$ cat config.mk
export PLATFORM = sky130hd
export DESIGN_NAME = noc_egress_credit_scheduler_flat
export DESIGN_NICKNAME = d
export VERILOG_FILES = /design/src/rtl/noc_egress_credit_scheduler_if.sv /design/src/rtl/noc_egress_credit_scheduler.sv /design/src/flat_wrapper.sv
export SDC_FILE = /design/constraint.sdc
export NUM_CORES = 1
export LEC_CHECK = 0
export ABC_CLOCK_PERIOD_IN_PS = 4800
export BUFFER_PORTS_ARGS = -buffer_cell sky130_fd_sc_hd__buf_2
export CAP_MARGIN = 30
export CORE_AREA = 2 2 196 198
export CTS_CLUSTER_DIAMETER = 60
export DETAILED_ROUTE_END_ITERATION = 10
export DIE_AREA = 0 0 198 200
export GPL_TIMING_DRIVEN = 0
export SLEW_MARGIN = 10
export SYNTH_ARGS = -nofsm -noshare
export SYNTH_HDL_FRONTEND = slang
export SYNTH_SLANG_ARGS = --single-unit
$ cat constraint.sdc
create_clock -name clk -period 4.8 [get_ports clk]
set_input_delay 0.96 -clock clk [delete_from_list [all_inputs] [get_ports clk]]
set_output_delay 0.96 -clock clk [all_outputs]
set_load 0.005 [all_outputs]
$ cat src/rtl/noc_egress_credit_scheduler_if.sv
// rtl/noc_egress_credit_scheduler_if.sv - requester, egress and telemetry signal bundle for the egress credit scheduler
// Parameters: NUM_REQ requesters, FLIT_WIDTH flit bits, CREDIT_MAX credit saturation (CW = $clog2(CREDIT_MAX+1)).
// slave  : scheduler side (takes requests/ready/credits, drives grants, egress flit and telemetry)
// master : environment side (requesters, downstream link, telemetry consumer)
interface noc_egress_credit_scheduler_if #(
    parameter int NUM_REQ    = 5,
    parameter int FLIT_WIDTH = 64,
    parameter int CREDIT_MAX = 15
);
    localparam int CW = $clog2(CREDIT_MAX + 1);

    logic [NUM_REQ-1:0]            req_valid;
    logic [NUM_REQ*FLIT_WIDTH-1:0] req_flit;
    logic [NUM_REQ-1:0]            req_ready;
    logic [NUM_REQ-1:0]            req_prio;
    logic [FLIT_WIDTH-1:0]         flit_out;
    logic                          valid_out;
    logic                          ready_in;
    logic                          credit_in;
    logic [CW-1:0]                 credit_level;
    logic                          credit_overflow;
    logic [31:0]                   flits_out_count;
    logic [31:0]                   stall_bp_count;
    logic [31:0]                   stall_arb_count;

    modport slave (
        input  req_valid, req_flit, req_prio, ready_in, credit_in,
        output req_ready, flit_out, valid_out, credit_level, credit_overflow,
               flits_out_count, stall_bp_count, stall_arb_count
    );

    modport master (
        output req_valid, req_flit, req_prio, ready_in, credit_in,
        input  req_ready, flit_out, valid_out, credit_level, credit_overflow,
               flits_out_count, stall_bp_count, stall_arb_count
    );
endinterface

$ cat src/rtl/noc_egress_credit_scheduler.sv
// rtl/noc_egress_credit_scheduler.sv - round-robin, credit-gated router egress scheduler with telemetry counters
// Ports: clk, reset (synchronous, active-high), sched (noc_egress_credit_scheduler_if.slave):
//   req_valid/req_flit/req_ready/req_prio requester side, flit_out/valid_out/ready_in/credit_in egress side,
//   credit_level/credit_overflow/flits_out_count/stall_bp_count/stall_arb_count telemetry.
// Optional feature macro: NOC_SCHED_PRIO_EN (two-level priority arbitration; default build is pure round-robin).
module noc_egress_credit_scheduler #(
    parameter int NUM_REQ     = 5,
    parameter int FLIT_WIDTH  = 64,
    parameter int CREDIT_INIT = 2,
    parameter int CREDIT_MAX  = 15
) (
    input logic clk,
    input logic reset,
    noc_egress_credit_scheduler_if.slave sched
);
    localparam int CW = $clog2(CREDIT_MAX + 1);
    localparam int IW = (NUM_REQ > 1) ? $clog2(NUM_REQ) : 1;
    localparam logic [CW-1:0] CRED_MAX_V  = CW'(CREDIT_MAX);
    localparam logic [CW-1:0] CRED_INIT_V = CW'(CREDIT_INIT);
    localparam logic [IW:0]   NUM_REQ_V   = (IW + 1)'(NUM_REQ);
    localparam logic [IW-1:0] LAST_IDX    = IW'(NUM_REQ - 1);

    logic                  hold_v;
    logic [FLIT_WIDTH-1:0] hold_flit;
    logic [CW-1:0]         credit_cnt;
    logic [IW-1:0]         rr_ptr;
    logic                  overflow;
    logic [31:0]           flits_cnt;
    logic [31:0]           bp_cnt;
    logic [31:0]           arb_cnt;

    logic                  fire;
    logic                  load_en;
    logic                  grant_any;
    logic [IW-1:0]         grant_idx;
    logic [NUM_REQ-1:0]    cand;
    logic [NUM_REQ-1:0]    grant;
    logic [FLIT_WIDTH-1:0] grant_flit;

    // valid_out depends only on registered state, so ready_in/credit_in never reach it combinationally.
    assign fire    = hold_v & sched.ready_in & (credit_cnt != '0);
    assign load_en = ~hold_v | fire;

    // Candidate set for the round-robin search.
`ifdef NOC_SCHED_PRIO_EN
    always_comb begin
        cand = sched.req_valid;
        if ((sched.req_valid & sched.req_prio) != '0) begin
            cand = sched.req_valid & sched.req_prio;
        end
    end
`else
    logic prio_unused;
    assign prio_unused = ^sched.req_prio;

    always_comb begin
        cand = sched.req_valid;
    end
`endif

    // Search upward from rr_ptr with wrap; first candidate found wins.
    always_comb begin : arb
        logic [IW:0] pos;
        pos       = '0;
        grant     = '0;
        grant_idx = '0;
        grant_any = 1'b0;
        for (int k = 0; k < NUM_REQ; k++) begin
            pos = {1'b0, rr_ptr} + (IW + 1)'(k);
            if (pos >= NUM_REQ_V) begin
                pos = pos - NUM_REQ_V;
            end
            if (load_en && !grant_any && cand[pos[IW-1:0]]) begin
                grant_any = 1'b1;
                grant_idx = pos[IW-1:0];
            end
        end
        if (grant_any) begin
            grant[grant_idx] = 1'b1;
        end
    end

    always_comb begin
        grant_flit = '0;
        for (int i = 0; i < NUM_REQ; i++) begin
            if (grant[i]) begin
                grant_flit = sched.req_flit[i*FLIT_WIDTH +: FLIT_WIDTH];
            end
        end
    end

    function automatic logic [31:0] sat_inc(input logic [31:0] cnt, input logic en);
        return (en && cnt != 32'hFFFF_FFFF) ? cnt + 32'd1 : cnt;
    endfunction

    always_ff @(posedge clk) begin
        if (reset) begin
            hold_v     <= 1'b0;
            hold_flit  <= '0;
            credit_cnt <= CRED_INIT_V;
            rr_ptr     <= '0;
            overflow   <= 1'b0;
            flits_cnt  <= '0;
            bp_cnt     <= '0;
            arb_cnt    <= '0;
        end else begin
            // Refill in the same cycle the register drains.
            if (load_en) begin
                if (grant_any) begin
                    hold_v    <= 1'b1;
                    hold_flit <= grant_flit;
                    rr_ptr    <= (grant_idx == LAST_IDX) ? '0 : grant_idx + 1'b1;
                end else begin
                    hold_v    <= 1'b0;
                end
            end

            // A fire and a credit return in the same cycle cancel out.
            if (sched.credit_in && !fire) begin
                if (credit_cnt == CRED_MAX_V) begin
                    overflow   <= 1'b1;
                end else begin
                    credit_cnt <= credit_cnt + 1'b1;
                end
            end else if (!sched.credit_in && fire) begin
                credit_cnt <= credit_cnt - 1'b1;
            end

            flits_cnt <= sat_inc(flits_cnt, fire);
            bp_cnt    <= sat_inc(bp_cnt, hold_v & ~fire);
            arb_cnt   <= sat_inc(arb_cnt, (sched.req_valid & ~grant) != '0);
        end
    end

    assign sched.req_ready       = grant;
    assign sched.flit_out        = hold_flit;
    assign sched.valid_out       = hold_v & (credit_cnt != '0);
    assign sched.credit_level    = credit_cnt;
    assign sched.credit_overflow = overflow;
    assign sched.flits_out_count = flits_cnt;
    assign sched.stall_bp_count  = bp_cnt;
    assign sched.stall_arb_count = arb_cnt;
endmodule
$ cat src/flat_wrapper.sv
// flat-port wrapper written by rule: the top's interface ports become plain ports
module noc_egress_credit_scheduler_flat 
#(
    parameter int NUM_REQ     = 5,
    parameter int FLIT_WIDTH  = 64,
    parameter int CREDIT_INIT = 2,
    parameter int CREDIT_MAX  = 15
)
  (clk, reset, sched_req_valid, sched_req_flit, sched_req_prio, sched_ready_in, sched_credit_in, sched_req_ready, sched_flit_out, sched_valid_out, sched_credit_level, sched_credit_overflow, sched_flits_out_count, sched_stall_bp_count, sched_stall_arb_count);
  noc_egress_credit_scheduler_if #(.NUM_REQ(NUM_REQ), .FLIT_WIDTH(FLIT_WIDTH), .CREDIT_MAX(CREDIT_MAX)) sched_i ();
  input logic clk;
  input logic reset;
  input wire logic [$bits(sched_i.req_valid)-1:0] sched_req_valid;
  input wire logic [$bits(sched_i.req_flit)-1:0] sched_req_flit;
  input wire logic [$bits(sched_i.req_prio)-1:0] sched_req_prio;
  input wire logic [$bits(sched_i.ready_in)-1:0] sched_ready_in;
  input wire logic [$bits(sched_i.credit_in)-1:0] sched_credit_in;
  output wire logic [$bits(sched_i.req_ready)-1:0] sched_req_ready;
  output wire logic [$bits(sched_i.flit_out)-1:0] sched_flit_out;
  output wire logic [$bits(sched_i.valid_out)-1:0] sched_valid_out;
  output wire logic [$bits(sched_i.credit_level)-1:0] sched_credit_level;
  output wire logic [$bits(sched_i.credit_overflow)-1:0] sched_credit_overflow;
  output wire logic [$bits(sched_i.flits_out_count)-1:0] sched_flits_out_count;
  output wire logic [$bits(sched_i.stall_bp_count)-1:0] sched_stall_bp_count;
  output wire logic [$bits(sched_i.stall_arb_count)-1:0] sched_stall_arb_count;
  assign sched_i.req_valid = sched_req_valid;
  assign sched_i.req_flit = sched_req_flit;
  assign sched_i.req_prio = sched_req_prio;
  assign sched_i.ready_in = sched_ready_in;
  assign sched_i.credit_in = sched_credit_in;
  assign sched_req_ready = sched_i.req_ready;
  assign sched_flit_out = sched_i.flit_out;
  assign sched_valid_out = sched_i.valid_out;
  assign sched_credit_level = sched_i.credit_level;
  assign sched_credit_overflow = sched_i.credit_overflow;
  assign sched_flits_out_count = sched_i.flits_out_count;
  assign sched_stall_bp_count = sched_i.stall_bp_count;
  assign sched_stall_arb_count = sched_i.stall_arb_count;
  noc_egress_credit_scheduler #(.NUM_REQ(NUM_REQ), .FLIT_WIDTH(FLIT_WIDTH), .CREDIT_INIT(CREDIT_INIT), .CREDIT_MAX(CREDIT_MAX)) u_core (.clk(clk), .reset(reset), .sched(sched_i));
endmodule
==> results of run 1 <==
-- Yosys cell counts, drive strengths merged (2+ instances only) --
cell type,number
buf,29
a32o,2
nor4,3
xnor2,23
nand2,64
and2,9
o21ai,30
dfxtp,169
a21oi,127
nand2b,4
nand3,43
fa,2
a211o,2
mux2i,83
o211ai,2
o41ai,2
a221oi,49
a21o,6
a222oi,16
mux2,3
o221ai,3
nor2b,8
nor3,10
a31oi,2
inv,18
nand4,22
or4,9
and3,17
mux4,5
or4b,2
ha,15
a211oi,53
o21ba,2
xor2,42
o31ai,11
or2,3
and4,7
or3,24
nor2,212
clkbuf,60
a221o,2
-- area by class of cell --
cell class / instances / area, um^2
fill: 3972 / 22900
antenna: 16 / 40.0
tap: 511 / 639
buffer: 80 / 468
clock buffer: 17 / 425
inverter: 19 / 83.8
clock inverter: 15 / 186
multi-input combinational: 938 / 6270
sequential: 169 / 3390
timing repair buffer: 554 / 2970
-- flip-flops by register name (all words and copies together) (netlist names) --
register / flops
u_core.hold_v: 1
u_core.rr_ptr: 3
u_core.sched.credit_level: 4
u_core.sched.credit_overflow: 1
u_core.sched.flit_out: 64
u_core.sched.flits_out_count: 32
u_core.sched.stall_arb_count: 32
u_core.sched.stall_bp_count: 32
-- metrics by stage --
| step | util, % | cell area [um^2] | setup WS, ns | total power, mW | TNS [ns] |
|---|---|---|---|---|---|
| 6_report | 38.7 | 14500 | -0.0213 | 11.2 | -0.0213 |
| 5_1_grt | 38.7 | 14500 | -0.130 | 11.9 | -0.339 |
| 4_1_cts | 37.8 | 14100 | -0.00203 | 10.8 | -0.00203 |
| 3_5_place_dp | 35.0 | 13100 | -1.76 | 8.53 | -89.90 |
| 3_3_place_gp | 34.9 | 13000 | -2.13 | 8.40 | -97.87 |
| 2_1_floorplan | - | 9930 | 0.0314 | 6.08 | 0 |
-- power groups by stage --
| stage | clock [mW] | combinational [mW] | sequential, mW |
|---|---|---|---|
| 4_1_cts | 1.53 | 7.41 | 1.84 |
| 6_report | 1.49 | 7.87 | 1.85 |
| 3_5_place_dp | 0 | 6.65 | 1.87 |
| 2_1_floorplan | 0 | 4.21 | 1.87 |
| 3_3_place_gp | 0 | 6.53 | 1.87 |
| 5_1_grt | 1.57 | 8.43 | 1.88 |
-- worst max-delay path, cell delays in order, from the launching register on --
cell	delay [ns]
dfxtp_4	0.37
buf_12	0.13
clkinv_8	0.05
ha_4	0.12
inv_2	0.03
fa_2	0.37
a21o_4	0.24
mux2i_4	0.20
o22ai_2	0.13
or3_4	0.42
buf_4	0.15
a211oi_2	0.16
a311oi_2	0.08
nor2_2	0.20
inv_2	0.11
nor4_4	0.40
buf_12	0.17
buf_6	0.09
-- routing by layer --
layer / global-route usage (%) / vias to the layer above / routed length, um
met4: 12.8 / 12 / 2270
met3: 6.43 / 102 / 4540
met2: 38.6 / 529 / 22500
met5: 0 / - / 77
li1: - / 5624 / -
met1: 32.4 / 5657 / 21500
-- final timing paths --
check                               startpoint                                to  slack [ns]  depth (start not counted)
setup reg to reg              u_core.rr_ptr[0]  u_core.sched.stall_arb_count[27]        0.12                         20
hold / removal    u_core.sched.credit_overflow      u_core.sched.credit_overflow        0.48                          2
hold reg to reg   u_core.sched.credit_overflow      u_core.sched.credit_overflow        0.48                          2
setup / recovery              u_core.rr_ptr[0]                sched_req_ready[0]       -0.02                         17
-- cell usage in the layout (no fill, tap or decap), types with 10 or more instances in the layout --
| cell type | netlist | final |
|---|---|---|
| a221oi_1 | 49 | 49 |
| nor2_1 | 211 | 208 |
| clkbuf_1 | 60 | 52 |
| buf_6 | 4 | 10 |
| mux2i_1 | 83 | 80 |
| a222oi_1 | 16 | 16 |
| nand2_1 | 64 | 62 |
| nand3_1 | 43 | 43 |
| a21oi_1 | 126 | 126 |
| buf_2 | 20 | 506 |
| o21ai_1 | 15 | 15 |
| clkbuf_16 | 0 | 18 |
| dfxtp_1 | 169 | 166 |
| inv_1 | 16 | 14 |
| buf_4 | 0 | 54 |
| or3_1 | 23 | 23 |
| nor3_1 | 10 | 10 |
| xnor2_1 | 23 | 23 |
| xor2_1 | 42 | 42 |
| a211oi_1 | 53 | 52 |
| and3_1 | 17 | 16 |
| nand4_1 | 22 | 22 |
| o21ai_0 | 15 | 14 |
| diode_2 | 0 | 16 |
-- kinds of logic after synthesis --
kind of cell             count (synthesis)
AND/OR/NAND/NOR                        441
AO/OA/AOI/OAI                          323
flip-flops                             169
buffers and inverters                  108
multiplexers                            91
XOR/XNOR                                65
adder cells (fa/ha/maj)                 18
-- timing repair --
| item | 4_1_cts | 5_1_grt |
|---|---|---|
| pin swaps | 11 | 17 |
| gates cloned | 0 | 0 |
| buffers inserted | 20 | 36 |
| gates resized for setup | 72 | 29 |
| endpoints found under the setup margin | 105 | 27 |
| hold buffers | 0 | 0 |
| hold endpoints to repair | 0 | 0 |
==> flow_metrics.tcl, run 1 <==
set metrics [dict create \
    status "complete, but fails checks" \
    failed_checks "setup timing" \
    wirelength_mm 50.9 \
    clockBufferDepth 2 \
    antenna_found_initial 24 \
    port_buffers 495 \
    power_leakage_nw 6.36 \
    switchingPower_mw 5.45 \
    drive_gt1_share_pct 37.1 \
    post_drt_wl_per_cell_um 21.9 \
    cts.sinks 169 \
    rsz0062_at_grt "true" \
    drv_cap 0 \
    dp_cells 2225 \
    path_max_fanout 4 \
    ioPinCount 505 \
    power_frac_comb_pct 70.2 \
    synth_mux_area_share_pct 9.85 \
    htree_levels 4 \
    die_w_um 198 \
    viasPerCell 5.14 \
    synth-edff-count 0 \
    cts_tree "yes" \
    dpl.hpwl_mm 39.9 \
    synth_fa_ha_area_share_pct 2.40 \
    synthToLayoutAreaGrowth_pct 46.0 \
    antenna_left 0 \
    start_util_pct 26.5 \
    slew_viol_final 0 \
    dieArea_um2 39600 \
    p_sw_share_pct 48.6 \
    synth_cell_types 73 \
    synth_top_family_by_area "compound AO/OA/AOI/OAI gates" \
    final_cells 2319 \
    synth_area_leaders "dfxtp_1 (34%), mux2i_1 (8.4%), nor2_1 (8.0%)" \
    core_region_area_um2 37400 \
    drc 0 \
    finalSetupViolCount 1 \
    fmax_mhz 207 \
    initialDrtViolationCount 794 \
    ys_async_sr_fraction_pct 0 \
    p_clk_share_pct 13.3 \
    tightest_slew_ns 0.924 \
    firstDrtPassIters 6 \
    worstSetupStartpointType "flip-flop" \
    p_seq_share_pct 16.5 \
    yosys_warnings 0 \
    finalCriticalPeriod_ns 4.82 \
    fin_skew_ns 0.0166 \
    arrival_ns 3.86 \
    yosysTopAreaCell "dfxtp_1" \
    layout_setup_ws_ns -0.0213 \
    period_share_pct 100 \
    yosys_most_used_dff "dfxtp_1" \
    netlist_area_um2 9920 \
    ir_drop_v 0.000557 \
    synth.avg_cell_area_um2 8.16 \
    grt_overflow 0 \
    crit_required_ns 3.84 \
    rows 71 \
    grt_max_degree 18 \
    vias 11900 \
    hold_viol_final 0 \
    grt_pass1_wl_mm 72.5 \
    synth-seq-cells 169 \
    globalRouteTotalUtil_pct 25.0 \
    finalWeightedCongestion 1.03 \
    netlist.area_leader.share_pct 34.1 \
    final_net_count 2130 \
    synth-compound-area-share_pct 22.5 \
    syn_inst 1215 \
    worstSetupPathType "reg2out" \
    syn-num-nets 1566 \
    clockRootBuffer "clkbuf_16" \
    internal_power_mw 5.76 \
    max_slew_margin_pct 37.9 \
    p_per_area_nw_per_um2 774 \
    first_global_vias 11600 \
    seq_area_frac_synth_pct 34.1 \
    yosys.area_share.simple_pct 20.7 \
    hold_class "reg2reg" \
    numCtsBuffers 17 \
    hold_slack_ns 0.482 \
    synth-xor-area-share_pct 5.74 \
    die_h_um 200 \
    critPathCaptureType "primary output" \
    worstSkewPairLatency_ns 0.46 \
    clk_pin_slew_ns 0.07 \
]
No activity file was read; power rests on OpenSTA's default activity.
==> run 2, diff against run 1 <==
- ABC_AREA: default -> 1
- CORE_AREA: 2 2 196 198 -> 2 2 197 199
- DIE_AREA: 0 0 198 200 -> 0 0 199 201
- GPL_TIMING_DRIVEN: 0 -> default
==> run 2 against run 1 <==
The run now ends clean. Global-route usage decreased by 2.8 points. Fmax increased by 7.8%. Critical path depth increased by 2. Cell count increased by 16%. Combinational power increased by 22%. Clock-buffer cell count increased by 1. Synthesized area increased by 6.9%. Critical path type unchanged. Largest power group unchanged.
==> flow_metrics.tcl, run 2 <==
set metrics [dict create \
    netlist_area_um2 10600 \
    period_share_pct 93.2 \
    drc 0 \
    synth_top_family_by_area "simple AND/OR/NAND/NOR gates" \
    r2r_start "u_core.rr_ptr[1]" \
    ys_top_cells_by_count "nand2_1 (457), a21oi_1 (225), dfxtp_1 (169)" \
    syn_inst 1688 \
    core_region_area_um2 38100 \
    grt_overflow 0 \
    yosysMostFrequentCell "nand2_1" \
    viasPerCell 4.86 \
    drv_cap 0 \
    htree_levels 4 \
    antenna_left 0 \
    finalCriticalPeriod_ns 4.47 \
    post_drt_wl_per_cell_um 16.9 \
    synth_area_leaders "dfxtp_1 (32%), nand2_1 (16%), a21oi_1 (11%)" \
    numCtsBuffers 17 \
    worstSetupStartpointType "flip-flop" \
    ir_drop_v 0.000867 \
    fmax_mhz 224 \
    synth_fa_ha_area_share_pct 2.15 \
    worstSkewPairLatency_ns 0.44 \
    rows 72 \
    ys_async_sr_fraction_pct 0 \
    grt_max_degree 68 \
    netlist.area_leader.share_pct 31.9 \
    switchingPower_mw 7.39 \
    drive_gt1_share_pct 27.6 \
    yosys_warnings 0 \
    final_common_cell "buf_2" \
    die_h_um 201 \
    antenna_found_initial 12 \
    synth-compound-area-share_pct 16.4 \
    top_usage_layer "met2" \
    globalRouteTotalUtil_pct 22.2 \
    synth-seq-cells 169 \
    p_sw_share_pct 56.7 \
    ioPinCount 505 \
    worstSetupPathType "reg2out" \
    p_per_area_nw_per_um2 914 \
    syn-num-nets 2039 \
    max_slew_margin_pct 45.2 \
    wirelength_mm 45.6 \
    seq_area_frac_synth_pct 31.9 \
    fin_tns_setup_ns 0 \
    grt_util_met1_pct 28.3 \
    p_seq_share_pct 14.5 \
    power_frac_comb_pct 74.0 \
    dpl.hpwl_mm 34.8 \
    clockRootBuffer "clkbuf_16" \
    tightest_slew_ns 0.822 \
    fin_skew_ns 0.0116 \
    hold_start "u_core.sched.credit_overflow" \
    initialDrtViolationCount 759 \
    firstDrtPassIters 5 \
    first_global_vias 12500 \
    largest_register_ffs 64 \
    power_leakage_nw 6.77 \
    rsz0062_at_grt "false" \
    synth_cell_types 46 \
    hold_viol_final 0 \
    clockBufferDepth 2 \
    start_util_pct 27.8 \
    finalWeightedCongestion 0.966 \
    crit_required_ns 3.84 \
    clk_pin_slew_ns 0.07 \
    hold_class "reg2reg" \
    internal_power_mw 5.64 \
    synth-xor-area-share_pct 4.04 \
    yosys_most_used_dff "dfxtp_1" \
    yosysTopAreaCell "dfxtp_1" \
    slew_viol_final 0 \
    yosys.area_share.simple_pct 35.8 \
    finalSetupViolCount 0 \
    p_clk_share_pct 11.5 \
    grt_pass1_wl_mm 68.6 \
    vias 13100 \
    final_cell_mix "buf_2 (499), nand2_1 (456), a21oi_1 (224), dfxtp_1 (168), inv_1 (164)" \
    status "finished clean" \
    synth-edff-count 0 \
    cts_tree "yes" \
    gr-usage-met2_pct 35.7 \
    synthToLayoutAreaGrowth_pct 34.6 \
    fin_area_um2 14300 \
    die_w_um 199 \
    grtUsageMet3_pct 6.40 \
    critPathCaptureType "primary output" \
    placed_area_um2 13600 \
    synth_mux_area_share_pct 0 \
    cts.sinks 169 \
    arrival_ns 3.51 \
    synth.avg_cell_area_um2 6.28 \
    final_net_count 2501 \
    port_buffers 499 \
    path_max_fanout 8 \
    dieArea_um2 40000 \
    crit_path_start "u_core.rr_ptr[1]" \
    cts_hold_buf 0 \
]
==> run 2: changes by cell type after synthesis, sizes merged, moves of 21 or more <==
cell | before | now
nand2 | 64 | 469
inv | 18 | 179
nand3 | 43 | 142
a21oi | 127 | 225
mux2i | 83 | 0
nor2 | 212 | 132
o21ai | 30 | 91
a211oi | 53 | 3
a221oi | 49 | 1
nor3 | 10 | 55
or3 | 24 | 0
clkbuf | 60 | 39
==> run 2: area by class of cell <==
cell class	count	area, um^2
Fill cell	4235	23800
Inverter	179	681
Clock buffer	18	429
Tap cell	518	648
Clock inverter	14	188
Antenna cell	13	32.5
Sequential cell	169	3380
Timing Repair Buffer	518	2700
Multi-Input combinational cell	1265	6190
==> run 2: power by group through the flow <==
stage | clock [mW] | combinational (mW) | sequential [mW]
floorplan | 0 | 6.36 | 1.92
CTS | 1.55 | 9.55 | 1.89
global route | 1.60 | 10.7 | 1.92
finish | 1.50 | 9.64 | 1.89
global placement | 0 | 9.41 | 1.91
detailed placement | 0 | 9.52 | 1.91
==> run 2: worst max-delay path, stage by stage (launching register included) <==
cell and delay [ns]:
dfxtp_2 0.43, inv_1 0.17, ha_1 0.24, ha_1 0.35, inv_1 0.11, a21oi_1 0.21, nand2_1 0.09, nor3_2 0.15
inv_1 0.07, nand2_2 0.10, nor2_1 0.08, nand2_1 0.06, o21ai_1 0.07, nand3b_1 0.22, nand2_1 0.12, nand2_2 0.07
nor2_1 0.10, nand2_1 0.11, inv_4 0.17, buf_2 0.15
==> run 2: logic make-up after synthesis <==
group                      after synthesis
and+or+nand+nor                        866
DFF                                    169
buffers and inverters                  254
adders and majority gates               17
xor gates and xnor gates                48
AOI/OAI and AO/OA                      334
==> run 2: worst paths after layout <==
path / cells after the start / slack [ns] / to
min: 2 / 0.48 / u_core.sched.credit_overflow
min reg2reg: 2 / 0.48 / u_core.sched.credit_overflow
max: 19 / 0.33 / sched_req_ready[0]
max reg2reg: 20 / 0.78 / u_core.sched.flit_out[62]
==> run 2: what timing repair did <==
item / 4_1_cts / 5_1_grt
gates resized for setup: 0 / 5
setup endpoints to repair: 0 / 4
setup buffers: 0 / 2
==> run 2: per-stage QoR <==
stage	hold WS, ns	setup WS, ns	power [mW]	util, %	cells
after floorplan	0.447	1.04	8.28	-	1688
after global placement	0.457	0.664	11.3	35.7	2647
after detailed placement	0.464	0.608	11.4	35.7	2647
after CTS	0.474	0.0775	13.0	37.3	2679
after global routing	0.504	0.0220	14.2	37.4	2688
final	0.478	0.327	13.0	37.4	2694
==> run 2: metal layers <==
layer | vias to the layer above | routed length (um)
met4 | 0 | 1280
met3 | 67 | 3910
met2 | 520 | 20800
met5 | - | 0
li1 | 6485 | -
met1 | 6011 | 19600
==> run 3, diff against run 2 <==
==> constraint.sdc (replaced) <==
create_clock -name clk -period 4.8 [get_ports clk]
set_input_delay 0.96 -clock clk [delete_from_list [all_inputs] [get_ports clk]]
set_output_delay 0.96 -clock clk [all_outputs]
set_load 0.01 [all_outputs]
==> run 3 against run 2 <==
Fmax fell by 0.13%. Sequential share of layout area rose by 0.050 points. Global-route usage fell by 0.10 points. Cell count fell by 0.15%. Clock-buffer cell count fell by 1. Via count fell by 0.47%. Core utilization fell by 0.079 points. Register-to-register slack improved by 0.04 ns. Power rose by 0.23%. Clock skew rose by 0.0039 ns. Critical path type unchanged.
==> flow_metrics.tcl, run 3 (synthesis gave the netlist of run 2 again) <==
set metrics [dict create \
    die_h_um 201 \
    htree_levels 4 \
    rows 72 \
    hold_class "reg2reg" \
    finalSetupViolCount 0 \
    core_region_area_um2 38100 \
    r2r-end "u_core.sched.flit_out[49]" \
    antenna_found_initial 13 \
    p_per_area_nw_per_um2 918 \
    fin_area_um2 14200 \
    clockBufferDepth 2 \
    critPathCaptureType "primary output" \
    largest_register_ffs 64 \
    max_slew_margin_pct 46.8 \
    ir_drop_v 0.00145 \
    finalWeightedCongestion 0.969 \
    viasPerCell 4.84 \
    fin_skew_ns 0.0155 \
    final_cell_mix "buf_2 (499), nand2_1 (456), a21oi_1 (225), dfxtp_1 (168), inv_1 (164)" \
    grt_max_degree 68 \
    wirelength_mm 45.3 \
    status "finished clean" \
    period_share_pct 93.3 \
    port_buffers 499 \
    antenna_left 0 \
    place_ws_ns 0.660 \
    die_w_um 199 \
    placed_area_um2 13600 \
    post_drt_wl_per_cell_um 16.8 \
    clk_pin_slew_ns 0.08 \
    layout_setup_ws_ns 0.321 \
    drive_gt1_share_pct 27.6 \
    cts_hold_buf 0 \
    final_net_count 2500 \
    first_global_vias 12300 \
    finalCriticalPeriod_ns 4.48 \
    crit_required_ns 3.84 \
    ioPinCount 505 \
    grt_overflow 0 \
    cts_tree "yes" \
    firstDrtPassIters 5 \
    initialDrtViolationCount 761 \
    clockRootBuffer "clkbuf_16" \
    hold_viol_final 0 \
    drv_cap 0 \
    dieArea_um2 40000 \
    arrival_ns 3.52 \
    r2r_start "u_core.rr_ptr[1]" \
    start_util_pct 27.8 \
    worstSkewPairLatency_ns 0.46 \
    dp_cells 2646 \
    hold_start "u_core.sched.credit_overflow" \
    globalRouteTotalUtil_pct 22.1 \
    dpl.hpwl_mm 34.4 \
    synthToLayoutAreaGrowth_pct 34.3 \
    fmax_mhz 223 \
    fin_tns_setup_ns 0 \
    drc 0 \
    cts.sinks 169 \
    power_leakage_nw 6.75 \
    vias 13000 \
    crit_path_start "u_core.rr_ptr[1]" \
    worstSetupStartpointType "flip-flop" \
    path_max_fanout 8 \
    worstSetupPathType "reg2out" \
    r2r_cells 22 \
    endpoint "sched_req_ready[1]" \
    ff2ff_setup_slack_ns 0.82 \
    numCtsBuffers 17 \
    grt_pass1_wl_mm 68.7 \
    rsz0062_at_grt "false" \
    total_power_mw 13.1 \
    final_common_cell "buf_2" \
    final_cells 2690 \
    tightest_slew_ns 0.797 \
    slew_viol_final 0 \
]
run 3: cell types whose count changed in the layout (fill, tap and decap cells not counted), sizes merged:
cell	previous run	this run
diode	13	10
clkinvlp	2	3
buf	518	517
clkbuf	18	17
inv	184	187
clkinv	4	3
bufinv	3	1
run 3: layer usage:
layer	up-vias	track usage, %	part of all wire (%)
met5	-	0	0.12
met4	8	7.57	2.5
met3	69	5.76	8.2
met2	513	35.5	45
met1	5940	28.6	44
li1	6491	-	-
run 3: how the worst min path moves through the flow:
stage,cells after the start,slack [ns],endpoint
final,2,0.47,u_core.sched.credit_overflow
after global routing,2,0.50,u_core.sched.credit_overflow
after CTS,2,0.48,u_core.sched.credit_overflow
after detailed placement,2,0.46,u_core.sched.credit_overflow
after global placement,1,0.46,u_core.sched.stall_bp_count[16]
after floorplan,2,0.47,u_core.sched.credit_overflow
run 3: what timing repair did:
item | in CTS | in global routing
buffers inserted | 0 | 2
hold endpoints to repair | 0 | 0
endpoints found under the setup margin | 0 | 4
gates resized for setup | 0 | 2
run 3: metrics by stage:
step                hold slack [ns]  util, %
floorplan                     0.474        -
global placement              0.456     35.6
detailed placement            0.465     35.6
CTS                           0.476     37.2
global route                  0.496     37.3
finish                        0.468     37.3
run 3: worst max-delay path, cell delays in order, from the launching register on:
cell	delay, ns
dfxtp_2	0.44
ha_1	0.17
inv_1	0.04
fa_1	0.39
inv_1	0.09
nand2_1	0.10
nand2_1	0.09
nand2_1	0.12
o31ai_1	0.32
nand3_1	0.18
nand4_1	0.20
buf_4	0.15
nor3_1	0.04
a21oi_1	0.24
nand3_2	0.15
inv_2	0.18
buf_2	0.16
run 3: power breakdown:
group / switching, mW / total [mW] / internal, mW
logic: 6.64 / 9.72 / 3.07
clock network: 0.708 / 1.45 / 0.747
registers: 0.150 / 1.89 / 1.74
run 3: cell type report:
type | instances | area (um^2)
Clock buffer | 17 | 425
Timing Repair Buffer | 517 | 2700
Fill cell | 4238 | 23900
Inverter | 179 | 676
Antenna cell | 10 | 25.0
Tap cell | 518 | 648
Sequential cell | 169 | 3380
Multi-Input combinational cell | 1265 | 6200
Clock inverter | 15 | 176
